===== src/rtl/ram_burst_reader_if.sv =====
// Bus bundle between ram_burst_reader, the single-port RAM and the stream consumer.
// Ports (signals):
//   ram_we, ram_addr, ram_data_in  : reader -> RAM (write side is tied off)
//   ram_data_out                   : RAM -> reader, valid 1 clk after addr
//   out_valid, out_data, out_last  : reader -> consumer stream
//   out_ready                      : consumer -> reader backpressure
// Modports: master = reader side, slave = RAM/consumer side.

interface ram_burst_reader_if #(
    parameter int data_width = 8,
    parameter int addr_width = 4
);

    logic                  ram_we;
    logic [addr_width-1:0] ram_addr;
    logic [data_width-1:0] ram_data_in;
    logic [data_width-1:0] ram_data_out;

    logic                  out_valid;
    logic                  out_ready;
    logic [data_width-1:0] out_data;
    logic                  out_last;

    modport master (
        output ram_we,
        output ram_addr,
        output ram_data_in,
        input  ram_data_out,
        output out_valid,
        input  out_ready,
        output out_data,
        output out_last
    );

    modport slave (
        input  ram_we,
        input  ram_addr,
        input  ram_data_in,
        output ram_data_out,
        input  out_valid,
        output out_ready,
        input  out_data,
        input  out_last
    );

endinterface


===== src/rtl/ram_burst_reader.sv =====
// Read-side burst initiator for a single-port synchronous RAM: walks len
// consecutive addresses from base_addr (wrapping) and streams the words out.
// Ports:
//   clk, rst          : clock, asynchronous active-high reset
//   start, base_addr  : burst request (sampled only when idle) and first address
//   len               : word count, 0..2**addr_width
//   busy, done        : burst in progress / 1-clk completion pulse
//   bus (master)      : RAM addr/we/data ports plus valid/ready/last stream

module ram_burst_reader #(
    parameter int data_width = 8,
    parameter int addr_width = 4
) (
    input  logic                  clk,
    input  logic                  rst,
    input  logic                  start,
    input  logic [addr_width-1:0] base_addr,
    input  logic [addr_width:0]   len,
    output logic                  busy,
    output logic                  done,
    ram_burst_reader_if.master    bus
);

    localparam int CW = addr_width + 1;

    typedef enum logic [1:0] {
        S_IDLE,
        S_READ,
        S_DRAIN
    } state_e;

    state_e                           state_q, state_d;
    logic [addr_width-1:0]            addr_q, addr_d;
    logic [CW-1:0]                    left_q, left_d;
    logic                             infl_q, infl_d;
    logic                             infl_last_q, infl_last_d;
    logic                             done_q, done_d;
    logic [1:0][data_width-1:0]       buf_data_q, buf_data_d;
    logic [1:0]                       buf_last_q, buf_last_d;
    logic                             wr_ptr_q, wr_ptr_d;
    logic                             rd_ptr_q, rd_ptr_d;
    logic [1:0]                       cnt_q, cnt_d;

    logic                             out_valid;
    logic                             pop;
    logic                             issue;
    logic [2:0]                       occ;

    assign out_valid = (cnt_q != 2'd0);
    assign pop       = out_valid && bus.out_ready;

    // Occupancy seen by a new issue: words held plus the word returning
    // from the RAM, minus the word leaving this clk. Counting the pop
    // keeps one issue per clk under full ready without overfilling.
    assign occ   = 3'(cnt_q) + 3'(infl_q) - 3'(pop);
    assign issue = (state_q == S_READ) && (left_q != '0) && (occ < 3'd2);

    always_ff @(posedge clk or posedge rst) begin
        if (rst) begin
            state_q     <= S_IDLE;
            addr_q      <= '0;
            left_q      <= '0;
            infl_q      <= 1'b0;
            infl_last_q <= 1'b0;
            done_q      <= 1'b0;
            buf_data_q  <= '0;
            buf_last_q  <= '0;
            wr_ptr_q    <= 1'b0;
            rd_ptr_q    <= 1'b0;
            cnt_q       <= 2'd0;
        end else begin
            state_q     <= state_d;
            addr_q      <= addr_d;
            left_q      <= left_d;
            infl_q      <= infl_d;
            infl_last_q <= infl_last_d;
            done_q      <= done_d;
            buf_data_q  <= buf_data_d;
            buf_last_q  <= buf_last_d;
            wr_ptr_q    <= wr_ptr_d;
            rd_ptr_q    <= rd_ptr_d;
            cnt_q       <= cnt_d;
        end
    end

    always_comb begin
        state_d     = state_q;
        addr_d      = addr_q;
        left_d      = left_q;
        infl_d      = issue;
        infl_last_d = issue && (left_q == CW'(1));
        done_d      = 1'b0;
        buf_data_d  = buf_data_q;
        buf_last_d  = buf_last_q;
        wr_ptr_d    = wr_ptr_q;
        rd_ptr_d    = rd_ptr_q;
        cnt_d       = cnt_q + 2'(infl_q) - 2'(pop);

        // The RAM word for the address issued last clk is on ram_data_out now.
        if (infl_q) begin
            buf_data_d[wr_ptr_q] = bus.ram_data_out;
            buf_last_d[wr_ptr_q] = infl_last_q;
            wr_ptr_d             = ~wr_ptr_q;
        end

        if (pop) begin
            rd_ptr_d = ~rd_ptr_q;
        end

        if (issue) begin
            addr_d = addr_q + 1'b1;
            left_d = left_q - 1'b1;
        end

        unique case (state_q)
            S_IDLE: begin
                if (start) begin
                    if (len != '0) begin
                        addr_d  = base_addr;
                        left_d  = len;
                        state_d = S_READ;
                    end else begin
                        done_d = 1'b1;
                    end
                end
            end
            S_READ: begin
                if (issue && (left_q == CW'(1))) begin
                    state_d = S_DRAIN;
                end
            end
            S_DRAIN: begin
                if (pop && buf_last_q[rd_ptr_q]) begin
                    state_d = S_IDLE;
                    done_d  = 1'b1;
                end
            end
            default: begin
                state_d = S_IDLE;
            end
        endcase
    end

    assign busy = (state_q != S_IDLE);
    assign done = done_q;

    assign bus.ram_we      = 1'b0;
    assign bus.ram_data_in = '0;
    assign bus.ram_addr    = addr_q;
    assign bus.out_valid   = out_valid;
    assign bus.out_data    = buf_data_q[rd_ptr_q];
    assign bus.out_last    = out_valid && buf_last_q[rd_ptr_q];

endmodule


===== src/flat_wrapper.sv =====
// flat-port wrapper written by rule: the top's interface ports become plain ports
module ram_burst_reader_flat 
#(
    parameter int data_width = 8,
    parameter int addr_width = 4
)
  (clk, rst, start, base_addr, len, busy, done, bus_ram_we, bus_ram_addr, bus_ram_data_in, bus_ram_data_out, bus_out_valid, bus_out_ready, bus_out_data, bus_out_last);
  ram_burst_reader_if #(.data_width(data_width), .addr_width(addr_width)) bus_i ();
  input  logic clk;
  input  logic rst;
  input  logic start;
  input  logic [addr_width-1:0] base_addr;
  input  logic [addr_width:0] len;
  output logic busy;
  output logic done;
  output wire logic [$bits(bus_i.ram_we)-1:0] bus_ram_we;
  output wire logic [$bits(bus_i.ram_addr)-1:0] bus_ram_addr;
  output wire logic [$bits(bus_i.ram_data_in)-1:0] bus_ram_data_in;
  input wire logic [$bits(bus_i.ram_data_out)-1:0] bus_ram_data_out;
  output wire logic [$bits(bus_i.out_valid)-1:0] bus_out_valid;
  input wire logic [$bits(bus_i.out_ready)-1:0] bus_out_ready;
  output wire logic [$bits(bus_i.out_data)-1:0] bus_out_data;
  output wire logic [$bits(bus_i.out_last)-1:0] bus_out_last;
  assign bus_ram_we = bus_i.ram_we;
  assign bus_ram_addr = bus_i.ram_addr;
  assign bus_ram_data_in = bus_i.ram_data_in;
  assign bus_i.ram_data_out = bus_ram_data_out;
  assign bus_out_valid = bus_i.out_valid;
  assign bus_i.out_ready = bus_out_ready;
  assign bus_out_data = bus_i.out_data;
  assign bus_out_last = bus_i.out_last;
  ram_burst_reader #(.data_width(data_width), .addr_width(addr_width)) u_core (.clk(clk), .rst(rst), .start(start), .base_addr(base_addr), .len(len), .busy(busy), .done(done), .bus(bus_i));
endmodule

===== config.mk =====
export PLATFORM = sky130hd
export DESIGN_NAME = ram_burst_reader_flat
export DESIGN_NICKNAME = d
export VERILOG_FILES = /design/src/rtl/ram_burst_reader_if.sv /design/src/rtl/ram_burst_reader.sv /design/src/flat_wrapper.sv
export SDC_FILE = /design/constraint.sdc
export NUM_CORES = 1
export LEC_CHECK = 0
export CORE_UTILIZATION = 24
export CTS_CLUSTER_DIAMETER = 30
export DETAILED_ROUTE_END_ITERATION = 7
export PLACE_DENSITY = 0.47
export SYNTH_ARGS = -nofsm -noshare
export SYNTH_HDL_FRONTEND = slang
export SYNTH_SLANG_ARGS = --single-unit

===== constraint.sdc =====
create_clock -name clk -period 4 [get_ports clk]
set_clock_uncertainty 0.2 [all_clocks]
set_input_delay 0.6 -clock clk [delete_from_list [all_inputs] [get_ports clk]]
set_output_delay 0.6 -clock clk [all_outputs]
set_load 0.05 [all_outputs]

# --- After elaboration in Yosys (flattened, before gate mapping) ---
# Index checks and enable logic that the tools add are counted.
word_totals:
  input_bits: 21
  regBits: 36
  elab_cells: 71
op_classes:
  reduce_logical: 13
  n_bitwise: 2
  order_cmp: 4
  muxes: 27
  eq_ne: 7
  add_sub_neg: 6
op_table:
  columns: ["operator", "n"]
  rows:
  - ["8-bit two-way mux", 3]
  - ["5-bit two-way mux", 4]
  - ["16-bit bitwise mux", 1]
  - ["4-bit two-way mux", 4]
  - ["5-bit nonzero test", 2]
  - ["8-bit demux with 1-bit select", 1]
  - ["2-bit two-way mux", 4]
  - ["1-bit logical AND", 7]
  - ["1-bit two-way mux", 6]
  - ["2-bit by 1-bit inequality test with 1-bit output, second input constant", 3]
  - ["2-bit one-hot mux with 3 select lines", 1]
  - ["5-bit by 1-bit == test with 1-bit output, second input constant", 1]
  - ["5-bit by 1-bit subtractor with 5-bit output, second input constant", 1]
  - ["4-bit by 1-bit adder with 4-bit output, second input constant", 1]
  - ["1-bit by 2-bit less-than comparator with 1-bit output, second input constant", 2]
  - ["4-bit AND reduction", 1]
  - ["2-bit nonzero test", 2]
  - ["2-bit by 1-bit adder with 3-bit output", 1]
  - ["3-bit by 2-bit less-than comparator with 1-bit output, second input constant", 1]
  - ["3-bit by 1-bit subtractor with 3-bit output", 1]
  - ["2-bit by 1-bit adder with 2-bit output", 1]
  - ["2-bit bitwise mux", 1]
  - ["2-bit by 1-bit == test with 1-bit output, second input constant", 1]
  - ["2-bit == test, second input constant", 1]
  - ["other kinds (7)", 8]

# --- Logic depth before layout (Yosys ltp) ---
# Gate-level depths: netlist of the first run.
logic_depth:
  word_depth: 9
  depth_mapped: 12
  ltp_nobuf: 11

# --- Least setup slack after synthesis of the first run ---
# OpenSTA, ideal clock, no wires.
synth_timing:
  path_kind: "input -> register"
  startpoint: "input bus_out_ready"
  endpoint: "register u_core.state_q[1]"
  setup_time_ps: 124
  path_slack_ps: 986
  path_stages: 12
  arrival_time_ps: 2689
  path_buffers: 1
  cell_sequence: "o21ai_0 inv_1 ha_1 inv_1 ha_1 inv_1 fa_1 and3b_2 and3_1 buf_6 and4b_4 or2_1"
synth_via:
  elab_chain_len: 7
  elab_cells_between_ends: 9
  classes_between: "add/sub: 1; order compare: 1; eq/ne: 2; reduce/logical: 5"
synth_rtl:
  columns: ["element", "line_no", "rtl"]
  rows:
  - ["from (decl)", "flat_wrapper.sv:21", "input wire logic [$bits(bus_i.out_ready)-1:0] bus_out_ready;"]
  - ["1-bit logical AND", "ram_burst_reader.sv:50", "assign pop = out_valid && bus.out_ready;"]
  - ["net u_core.pop", "ram_burst_reader.sv:45", "logic pop;"]
  - ["3-bit by 1-bit subtractor with 3-bit output", "ram_burst_reader.sv:55", "assign occ = 3'(cnt_q) + 3'(infl_q) - 3'(pop);"]
  - ["3-bit by 2-bit less-than comparator with 1-bit output", "ram_burst_reader.sv:56", "assign issue = (state_q == S_READ) && (left_q != '0) && (occ < 3'd2);"]
  - ["1-bit logical AND", "ram_burst_reader.sv:56", null]
  - ["net u_core.infl_d", "ram_burst_reader.sv:35", "logic infl_q, infl_d;"]
  - ["1-bit logical AND", null, null]
  - ["net u_core.infl_last_d", "ram_burst_reader.sv:36", "logic infl_last_q, infl_last_d;"]
  - ["2-bit by 1-bit inequality test with 1-bit output (no line)", null, null]
  - ["4-bit AND reduction (no line)", null, null]
  - ["to (signal assigned)", "ram_burst_reader.sv:72", "state_q <= state_d;"]
  - ["to (decl)", "ram_burst_reader.sv:32", "state_e state_q, state_d;"]
# The timed path passes the listed nets, and every way through them passes these cells.
# A chain may end at the register's enable or synchronous reset.

# --- Worst setup path after layout of the first run ---
layout_timing:
  startpoint: "input bus_out_ready"
  endpoint: "register u_core.state_q[0]"
layout_via:
  elab_chain_len: 7
  elab_cells_between_ends: 9
  classes_between: "add/sub: 1; order compare: 1; eq/ne: 2; reduce/logical: 5"
layout_rtl:
  columns: ["element", "line_no"]
  rows:
  - ["1-bit logical AND", "ram_burst_reader.sv:50"]
  - ["net u_core.pop", "ram_burst_reader.sv:45"]
  - ["3-bit by 1-bit subtractor with 3-bit output", "ram_burst_reader.sv:55"]
  - ["3-bit by 2-bit less-than comparator with 1-bit output", "ram_burst_reader.sv:56"]
  - ["1-bit logical AND", "ram_burst_reader.sv:56"]
  - ["1-bit logical AND", null]
  - ["net u_core.infl_last_d", "ram_burst_reader.sv:36"]
  - ["2-bit by 1-bit inequality test with 1-bit output (no line)", null]
  - ["4-bit AND reduction (no line)", null]
# The timed path passes the listed nets, and every way through them passes these cells.

==> results, run 1 <==
- The critical path ends at u_core.state_q[0]$_DFFE_PP0P_.
- The register area share after synthesis is 0.496.
- The cell count along the critical path is 12.
- The starting density of the core is 0.249.
- Of the total power, registers draw 0.310.
- The sum of negative setup slack is 0 ns.
- The fraction of final layout cells with drive strength greater than 1 is 0.209.
- For this run, design rule violations remaining after detail routing come to 0.
- The clock share of power is 0.150.
- The largest net degree at the start of global routing is 37.
- The slowest library cell on the worst path is sky130_fd_sc_hd__fa_1.
- The share of the core filled with cells is 0.325.
- STA classifies the critical path endpoint as a register.
- Once detail routing completed, the nets flagged for antenna violations numbered 0.
- Counting flops and latches in the post-synthesis netlist gives 36.
- The layout-stage area growth over the synthesis result is 30.7%.
- Yosys printed 0 warnings.
- The total of hold buffers inserted after clock tree synthesis is 0.
- The fraction of the cycle the final worst path needs is 0.832.
- The power density of the placed cells is 901 nW/µm².
- The global-route wire length before repair is 5800 µm.
- On the critical path the largest part of the delay comes from simple AND/OR/NAND/NOR gates.
- The initial antenna violation count is 0.
- In the final routed layout, each cell accounts on average for 12.0 µm.
- The via count is 1,200.
- The max-cap violation count is 0.
- The total setup violations reported at the end of the flow is 0.
- Data on the critical path arrives at its endpoint at 3.26 ns.
- The max-slew violation total from the final report is 0.
- The clock sink count is 36.
- Counting distinct cell types in the post-synthesis netlist gives 36.
- For the worst flop-to-flop path, the logic depth is 11.
- After legalization and detailed placement, the total HPWL measured 2480 µm.
- The flow ran to the end, and the final reports show no timing, DRC or antenna violations.
- The via count of the first global-routing pass is 1,180.
- The placer's final routability congestion estimate is 0.752.
- The signal on the critical path passes through clkdlybuf4s50_1 -> o21ai_0 -> inv_1 -> ha_1 -> inv_1 -> ha_1 -> inv_1 -> fa_1 -> and3b_2 -> and3_1 -> and4b_4 -> o21ai_0.
- At the worst endpoint, the required time is 3.93 ns.
- The post-cts resize count is 0.
- The largest total area in the synthesized netlist belongs to sky130_fd_sc_hd__dfrtp_1.
- The overall routed net length is 3550 µm.
- The largest incremental delay on the critical path is 0.49 ns.
- The number of buffers and inverters on the critical path is 4.
- The worst hold slack across all endpoints is 0.291 ns.
- Using the TritonRoute via totals, the vias-per-cell ratio works out to 4.07.
- The clock latency on the worst-skew pair is 0.29 ns.
- The slew at the pin with the worst max-slew slack is 0.833 ns.
- After clock tree synthesis, the clock-pin slew on the worst setup and hold paths is 0.08 ns.
- The tree is rooted in a sky130_fd_sc_hd__clkbuf_8.
- After synthesis the cells add up to 1820 µm².
- The worst hold path belongs to the class register to register.
- Setup repair after global routing left no endpoint under its margin.
- Cell internal power was estimated by the tool at 1.21 mW.
- Averaged over all synthesized cells, the footprint is 11.9 µm².
- By instance count, the cell type seen most on the critical path is sky130_fd_sc_hd__inv_1.
- Counting along the longest clock path gives a buffer depth of 2.
- The die covers 7920 µm².
- The number of port buffers is 36.
- After global routing the overflow that remains totals 0.
- The count of antenna diodes in the layout is 0.
- The most used flip-flop cell after synthesis is sky130_fd_sc_hd__dfrtp_1.
- The analysis attributes to net switching a power of 0.924 mW.
- The top cell types in the final layout, fill and taps aside, are 36 x sky130_fd_sc_hd__clkdlybuf4s50_1, 36 x sky130_fd_sc_hd__dfrtp_1, 26 x sky130_fd_sc_hd__mux2_2.
- The beginning of the worst register-to-register path is u_core.cnt_q[1]$_DFF_PP0_.
- The post-layout instance area is 2370 µm².
- In the synthesized netlist, the number of instances is 153.
- The total global-route track usage is 0.0995.
- The setup check on the worst reg-to-reg path leaves a slack of 0.72 ns.
- The H-tree depth is 2.
- The share of total power dissipated in combinational logic is 0.541.
- The largest voltage drop on the vdd net is 0.218 mV.
- The net total in the final layout is 223.
- The path type of the worst setup path is primary input to register.
- The worst pin sits at a relative slew slack of 0.443.
- The hold violation total from the final report is 0.
- The startpoint type of the worst setup path is a primary input.
- The share of synthesized area in the top cell type comes to 0.496.
- The DRC violation total after the first TritonRoute iteration is 25.
- The most critical setup path has its startpoint at bus_out_ready.
- The number of rows in the core area is 31.
- The share of flip-flops with an asynchronous set or reset after synthesis is 1.00.
- The smallest clock period supported by the final layout is computed as 3.33 ns.
- The number of search-and-repair iterations in the first detailed-routing pass is 4.
- Ranked by total cell area, the synthesized netlist is headed by sky130_fd_sc_hd__dfrtp_1 50%, sky130_fd_sc_hd__mux2_2 16%, sky130_fd_sc_hd__ha_1 4.1%, sky130_fd_sc_hd__buf_4 3.7%, sky130_fd_sc_hd__o21ai_0 2.5%.
- The net switching fraction of the power is 0.432.
- The area after detailed placement is 2260 µm².
- The floorplan step set the die height to 89.0 µm.
- The count of flip-flops with a built-in enable after synthesis is 0.
- The I/O pin total is 46.
- Post-CTS timing repair inserted 0 buffers for setup.
- The analysis attributes to cell leakage a power of 1.01 nW.
- The endpoint identified for the worst register-to-register timing path is u_core.state_q[0]$_DFFE_PP0P_.
- In this run the standard cell core region covers 7290 µm².
- The total chip power is 2.14 mW.
- Buffers inserted during clock tree synthesis total 5.
- The achievable clock frequency is 0.300 GHz.
- The die boundary width is 89.0 µm.
- TritonCTS built the clock tree.
- Of all nets on the critical path, the largest fanout is 9.
## registers in the layout (all words and copies together) (netlist names)
| register | cells |
|---|---|
| u_core.infl_q | 1 |
| u_core.buf_data_q | 16 |
| u_core.cnt_q | 2 |
| u_core.done | 1 |
| u_core.state_q | 2 |
| u_core.left_q | 5 |
| u_core.buf_last_q | 2 |
| u_core.bus.ram_addr | 4 |
| u_core.rd_ptr_q | 1 |
| u_core.wr_ptr_q | 1 |
| u_core.infl_last_q | 1 |
## power by group through the flow
stage	clock network (mW)	registers (mW)	logic [mW]
floorplan	0	0.693	0.850
global placement	0	0.675	1.16
detailed placement	0	0.674	1.16
CTS	0.333	0.667	1.17
global route	0.349	0.688	1.26
finish	0.320	0.662	1.16
## worst min-delay path by stage
stage / end / startpoint / cells after the start
2_1_floorplan: u_core.wr_ptr_q$_DFFE_PP0P_ / u_core.infl_q$_DFF_PP0_ / 1
3_3_place_gp: u_core.wr_ptr_q$_DFFE_PP0P_ / u_core.wr_ptr_q$_DFFE_PP0P_ / 1
3_5_place_dp: u_core.wr_ptr_q$_DFFE_PP0P_ / u_core.wr_ptr_q$_DFFE_PP0P_ / 1
4_1_cts: u_core.wr_ptr_q$_DFFE_PP0P_ / u_core.infl_q$_DFF_PP0_ / 1
5_1_grt: u_core.buf_data_q[8]$_DFFE_PP0P_ / u_core.buf_data_q[8]$_DFFE_PP0P_ / 1
6_report: u_core.wr_ptr_q$_DFFE_PP0P_ / u_core.infl_q$_DFF_PP0_ / 1
## metrics by stage
stage          setup WS [ns]  cells
6_report               0.671    295
5_1_grt                0.447    295
4_1_cts                0.662    295
3_5_place_dp           0.359    287
3_3_place_gp           0.395    287
2_1_floorplan          0.986    161
## cells by family (layout without fill, tap and decap cells)
| kind of cell | after synthesis | count (layout) | synth area share |
|---|---|---|---|
| DFF | 36 | 36 | 0.496 |
| and+or+nand+nor | 36 | 36 | 0.117 |
| muxes | 29 | 29 | 0.178 |
| AOI/OAI and AO/OA | 15 | 15 | 0.0496 |
| buffers and inverters | 21 | 56 | 0.0662 |
| xor gates and xnor gates | 8 | 8 | 0.0386 |
| adders and majority gates | 7 | 7 | 0.0524 |
| other | 1 | 9 | 0.00207 |
## cell type report
class                   instances  area [µm²]
flip-flops and latches         36         901
inverters                      10        37.5
multi-input cells             104         825
fillers                       767        4920
well taps                      99         124
repair buffers                 38         375
clock buffers                   5        68.8
clock inverters                 3        42.5
## cells in the mapped netlist, types with 2 or more instances
| cell type | count |
|---|---|
| sky130_fd_sc_hd__and3_1 | 2 |
| sky130_fd_sc_hd__buf_4 | 9 |
| sky130_fd_sc_hd__dfrtp_1 | 36 |
| sky130_fd_sc_hd__ha_1 | 6 |
| sky130_fd_sc_hd__inv_1 | 10 |
| sky130_fd_sc_hd__mux2_2 | 26 |
| sky130_fd_sc_hd__mux2i_1 | 3 |
| sky130_fd_sc_hd__nand2_1 | 8 |
| sky130_fd_sc_hd__nand4_1 | 3 |
| sky130_fd_sc_hd__nor2_1 | 7 |
| sky130_fd_sc_hd__nor3_1 | 2 |
| sky130_fd_sc_hd__nor3b_1 | 3 |
| sky130_fd_sc_hd__o21ai_0 | 9 |
| sky130_fd_sc_hd__xnor2_1 | 4 |
| sky130_fd_sc_hd__xor2_1 | 4 |
## per-layer routing
layer | GRT usage | share of wire
met5 | 0 | 0
met4 | 0.0390 | 0.012
met3 | 0.0406 | 0.069
met2 | 0.144 | 0.44
met1 | 0.132 | 0.48
(Power assumes the default switching activity.)
==> run 2, diff against run 1 <==
==> constraint.sdc (replaced) <==
create_clock -name clk -period 3.49 [get_ports clk]
set_clock_uncertainty 0.2 [all_clocks]
set_input_delay 0.5235 -clock clk [delete_from_list [all_inputs] [get_ports clk]]
set_output_delay 0.5235 -clock clk [all_outputs]
set_load 0.05 [all_outputs]
==> results, run 2 (synthesis gave the netlist of run 1 again) <==
- The net load switching power was 1.07 mW (+16%).
- The count of antenna diodes in the layout came to 0 (unchanged).
- The placer's final routability congestion estimate is 0.701 (-6.8%).
- The vertical extent of the die was 89.0 µm (unchanged).
- The final worst setup slack is 0.322 ns (-0.349 ns).
- The clock tree root buffer cell is sky130_fd_sc_hd__clkbuf_8.
- The final routed wire length divided by cell count is 12.0 µm (-0.34%).
- The clock share of power was 0.159 (+0.009).
- The total internal power was 1.47 mW (+21%).
- The clock transition at the registers of the reported paths is 0.07 ns (about the same).
- The area of the multi-input gates is 825 µm² (unchanged).
- The largest net degree at the start of global routing came to 37 (unchanged).
- The number of fillers in the final layout is 784 (+2.2%).
- The total grt overflow is 0 (unchanged).
- The sum of negative setup slack is 0 ns (unchanged).
- The net switching fraction of the power is 0.422 (-0.0107).
- The post-place setup slack is 0.0287 ns (-0.330 ns).
- The H-tree depth came to 2 (unchanged).
- The post-cts resize count is 0 (unchanged).
- The via count is 1,236 (+3.0%).
- The largest incremental delay on the critical path is 0.49 ns (about the same).
- The max-slew violation total from the final report is 0 (unchanged).
- Derived from the worst setup path, the maximum achievable clock frequency is 0.316 GHz.
- The placed wire-length estimate after detailed placement is 2580 µm (+3.7%).
- The clock tree from TritonCTS is yes.
- The power density of the placed cells is 1050 nW/µm² (+17%).
- The largest buffer count on any clock path is 2 (unchanged).
- The slew at the pin with the worst max-slew slack is 0.792 ns (-0.0405 ns).
- The total chip power is 2.54 mW (+19%).
- The initial antenna violation count came to 0 (unchanged).
- The total of hold buffers inserted after clock tree synthesis is 0 (unchanged).
- The startpoint type of the worst setup path is a primary input.
- The path type of the worst setup path is primary input to register.
- The die boundary width is 89.0 µm (unchanged).
- The via count of the first global-routing pass is 1,233 (+4.5%).
- The final critical path time including I/O delays and setup is 3.17 ns.
- The DRC violation total after the first TritonRoute iteration was 18 (-28%).
- The critical-path maximum fanout is 9 (unchanged).
- The net total in the final layout is 226 (+1.3%).
- The clock buffer count from CTS is 5 (unchanged).
- The leakage power is 1.03 nW (+2.4%).
- The final cell count without fillers is 298 (+1.0%).
- The fraction of power consumed by combinational cells was 0.540 (about the same).
- The sequential group share of total power is 0.300 (-0.010).
- The post-detailed-route via-to-cell ratio is 4.15 (+2.0%).
- The total setup violations reported at the end of the flow is 0 (unchanged).
- The slowest library cell on the worst path is sky130_fd_sc_hd__fa_1.
- The number of search-and-repair iterations in the first detailed-routing pass is 4 (unchanged).
- The flow ran to the end, and the final reports show no timing, DRC or antenna violations.
- The I/O pin total is 46 (unchanged).
- The most numerous cell type found on the critical path is sky130_fd_sc_hd__inv_1.
- The path class of the lowest-slack min-delay path is register to register.
- The overall routed net length is 3570 µm (+0.68%).
- The max-cap violation count is 0 (unchanged).
- The number of rows in the core area is 31 (unchanged).
- The sequential cell area is 901 µm² (unchanged).
- The setup slack of the worst register-to-register path is 0.37 ns (-0.35 ns).
- The starting density of the core is 0.249 (unchanged).
- The die area was 7920 µm² (unchanged).
- The category of the worst setup path capture point is a register.
- The global-route wire length before repair is 5930 µm (+2.3%).
- Setup repair after global routing left no endpoint under its margin.
- The flip-flop count of the largest register after layout is 16 (unchanged).
- The worst relative slew slack is 0.470 (+0.0271).
- The data arrival time of the critical path is 3.10 ns (-0.16 ns).
- The top register by number of flip-flops is u_core.buf_data_q.
- The core region area is 7290 µm² (unchanged).
- The number of nets with antenna violations after routing is 0 (unchanged).
- Traced cell by cell, the critical path runs through clkdlybuf4s50_1 -> o21ai_0 -> inv_1 -> ha_1 -> inv_1 -> ha_1 -> inv_1 -> fa_1 -> and3b_2 -> and3_1 -> and4b_4 -> o21ai_0.
- The number of port buffers was 36 (unchanged).
- The total DRC errors in the routed layout is 0 (unchanged).
- The total global-route track usage is 0.101 (+0.00112).
- The hold violation total from the final report is 0 (unchanged).
- The largest voltage drop on the vdd net is 0.311 mV (+43%).
- The clock latency on the worst-skew pair is 0.29 ns (about the same).
- The fraction of the cycle the final worst path needs is 0.908.
- The clock sink count came to 36 (unchanged).
- The top cell types in the final layout, fill and taps aside, are 36 x sky130_fd_sc_hd__clkdlybuf4s50_1, 36 x sky130_fd_sc_hd__dfrtp_1, 26 x sky130_fd_sc_hd__mux2_2.
- The layout-stage area growth over the synthesis result is 32.8%.
- The number of buffers added for setup after CTS is 0 (unchanged).
- The post-placement cell count is 290 (+1.0%).
- The fraction of final layout cells with drive strength greater than 1 was 0.221 (+0.0119).
- The required time of the critical path is 3.42 ns (-0.51 ns).
- The worst hold slack across all endpoints is 0.284 ns (-0.00688 ns).
-- run 2: cell types whose count changed in the layout (fill, tap and decap cells not counted), sizes merged --
cell / before / now
buf: 2 / 5
clkbuf: 5 / 7
clkinv: 1 / 0
clkinvlp: 1 / 0
-- run 2: stage by stage --
| step | util | instance area, µm² |
|---|---|---|
| floorplan | - | 1850 |
| global placement | 0.313 | 2280 |
| detailed placement | 0.313 | 2280 |
| CTS | 0.331 | 2410 |
| global route | 0.331 | 2410 |
| finish | 0.331 | 2410 |
-- run 2: final cells by class --
| class | instances | share of cell area |
|---|---|---|
| clock buffer | 7 | 0.0400 |
| sequential | 36 | 0.374 |
| multi-input combinational | 104 | 0.342 |
| timing repair buffer | 41 | 0.165 |
| inverter | 10 | 0.0156 |
| clock inverter | 1 | 0.0125 |
| tap | 99 | 0.0514 |
-- run 2: final timing paths --
path,depth (start not counted),to,from
hold reg to reg,1,u_core.wr_ptr_q$_DFFE_PP0P_,u_core.infl_q$_DFF_PP0_
hold / removal,1,u_core.wr_ptr_q$_DFFE_PP0P_,u_core.infl_q$_DFF_PP0_
setup reg to reg,11,u_core.state_q[0]$_DFFE_PP0P_,u_core.cnt_q[1]$_DFF_PP0_
max in group asynchronous,3,u_core.left_q[4]$_DFF_PP0_,rst
setup / recovery,12,u_core.state_q[0]$_DFFE_PP0P_,bus_out_ready
min in group asynchronous,3,u_core.bus.ram_addr[3]$_DFF_PP0_,rst
-- run 2: power by group through the flow --
stage | registers, mW | clock network, mW | logic (mW)
2_1_floorplan | 0.795 | 0 | 0.974
3_3_place_gp | 0.773 | 0 | 1.38
3_5_place_dp | 0.778 | 0 | 1.38
4_1_cts | 0.769 | 0.414 | 1.39
5_1_grt | 0.795 | 0.434 | 1.50
6_report | 0.763 | 0.404 | 1.37
-- run 2: metal layers --
metal	global-route usage	wire length [µm]	part of all wire	vias to the layer above
met5	0	0	0	-
met4	0.0390	55	0.015	0
met3	0.0305	222	0.062	7
met2	0.153	1530	0.43	39
met1	0.135	1770	0.49	588
li1	-	-	-	602
-- run 2: critical path, delay by kind of cell --
family,cells,cell delay (ns)
buf+inv,4,0.57
compound gates,2,0.16
simple gates,3,0.94
fa+ha+maj,3,0.91
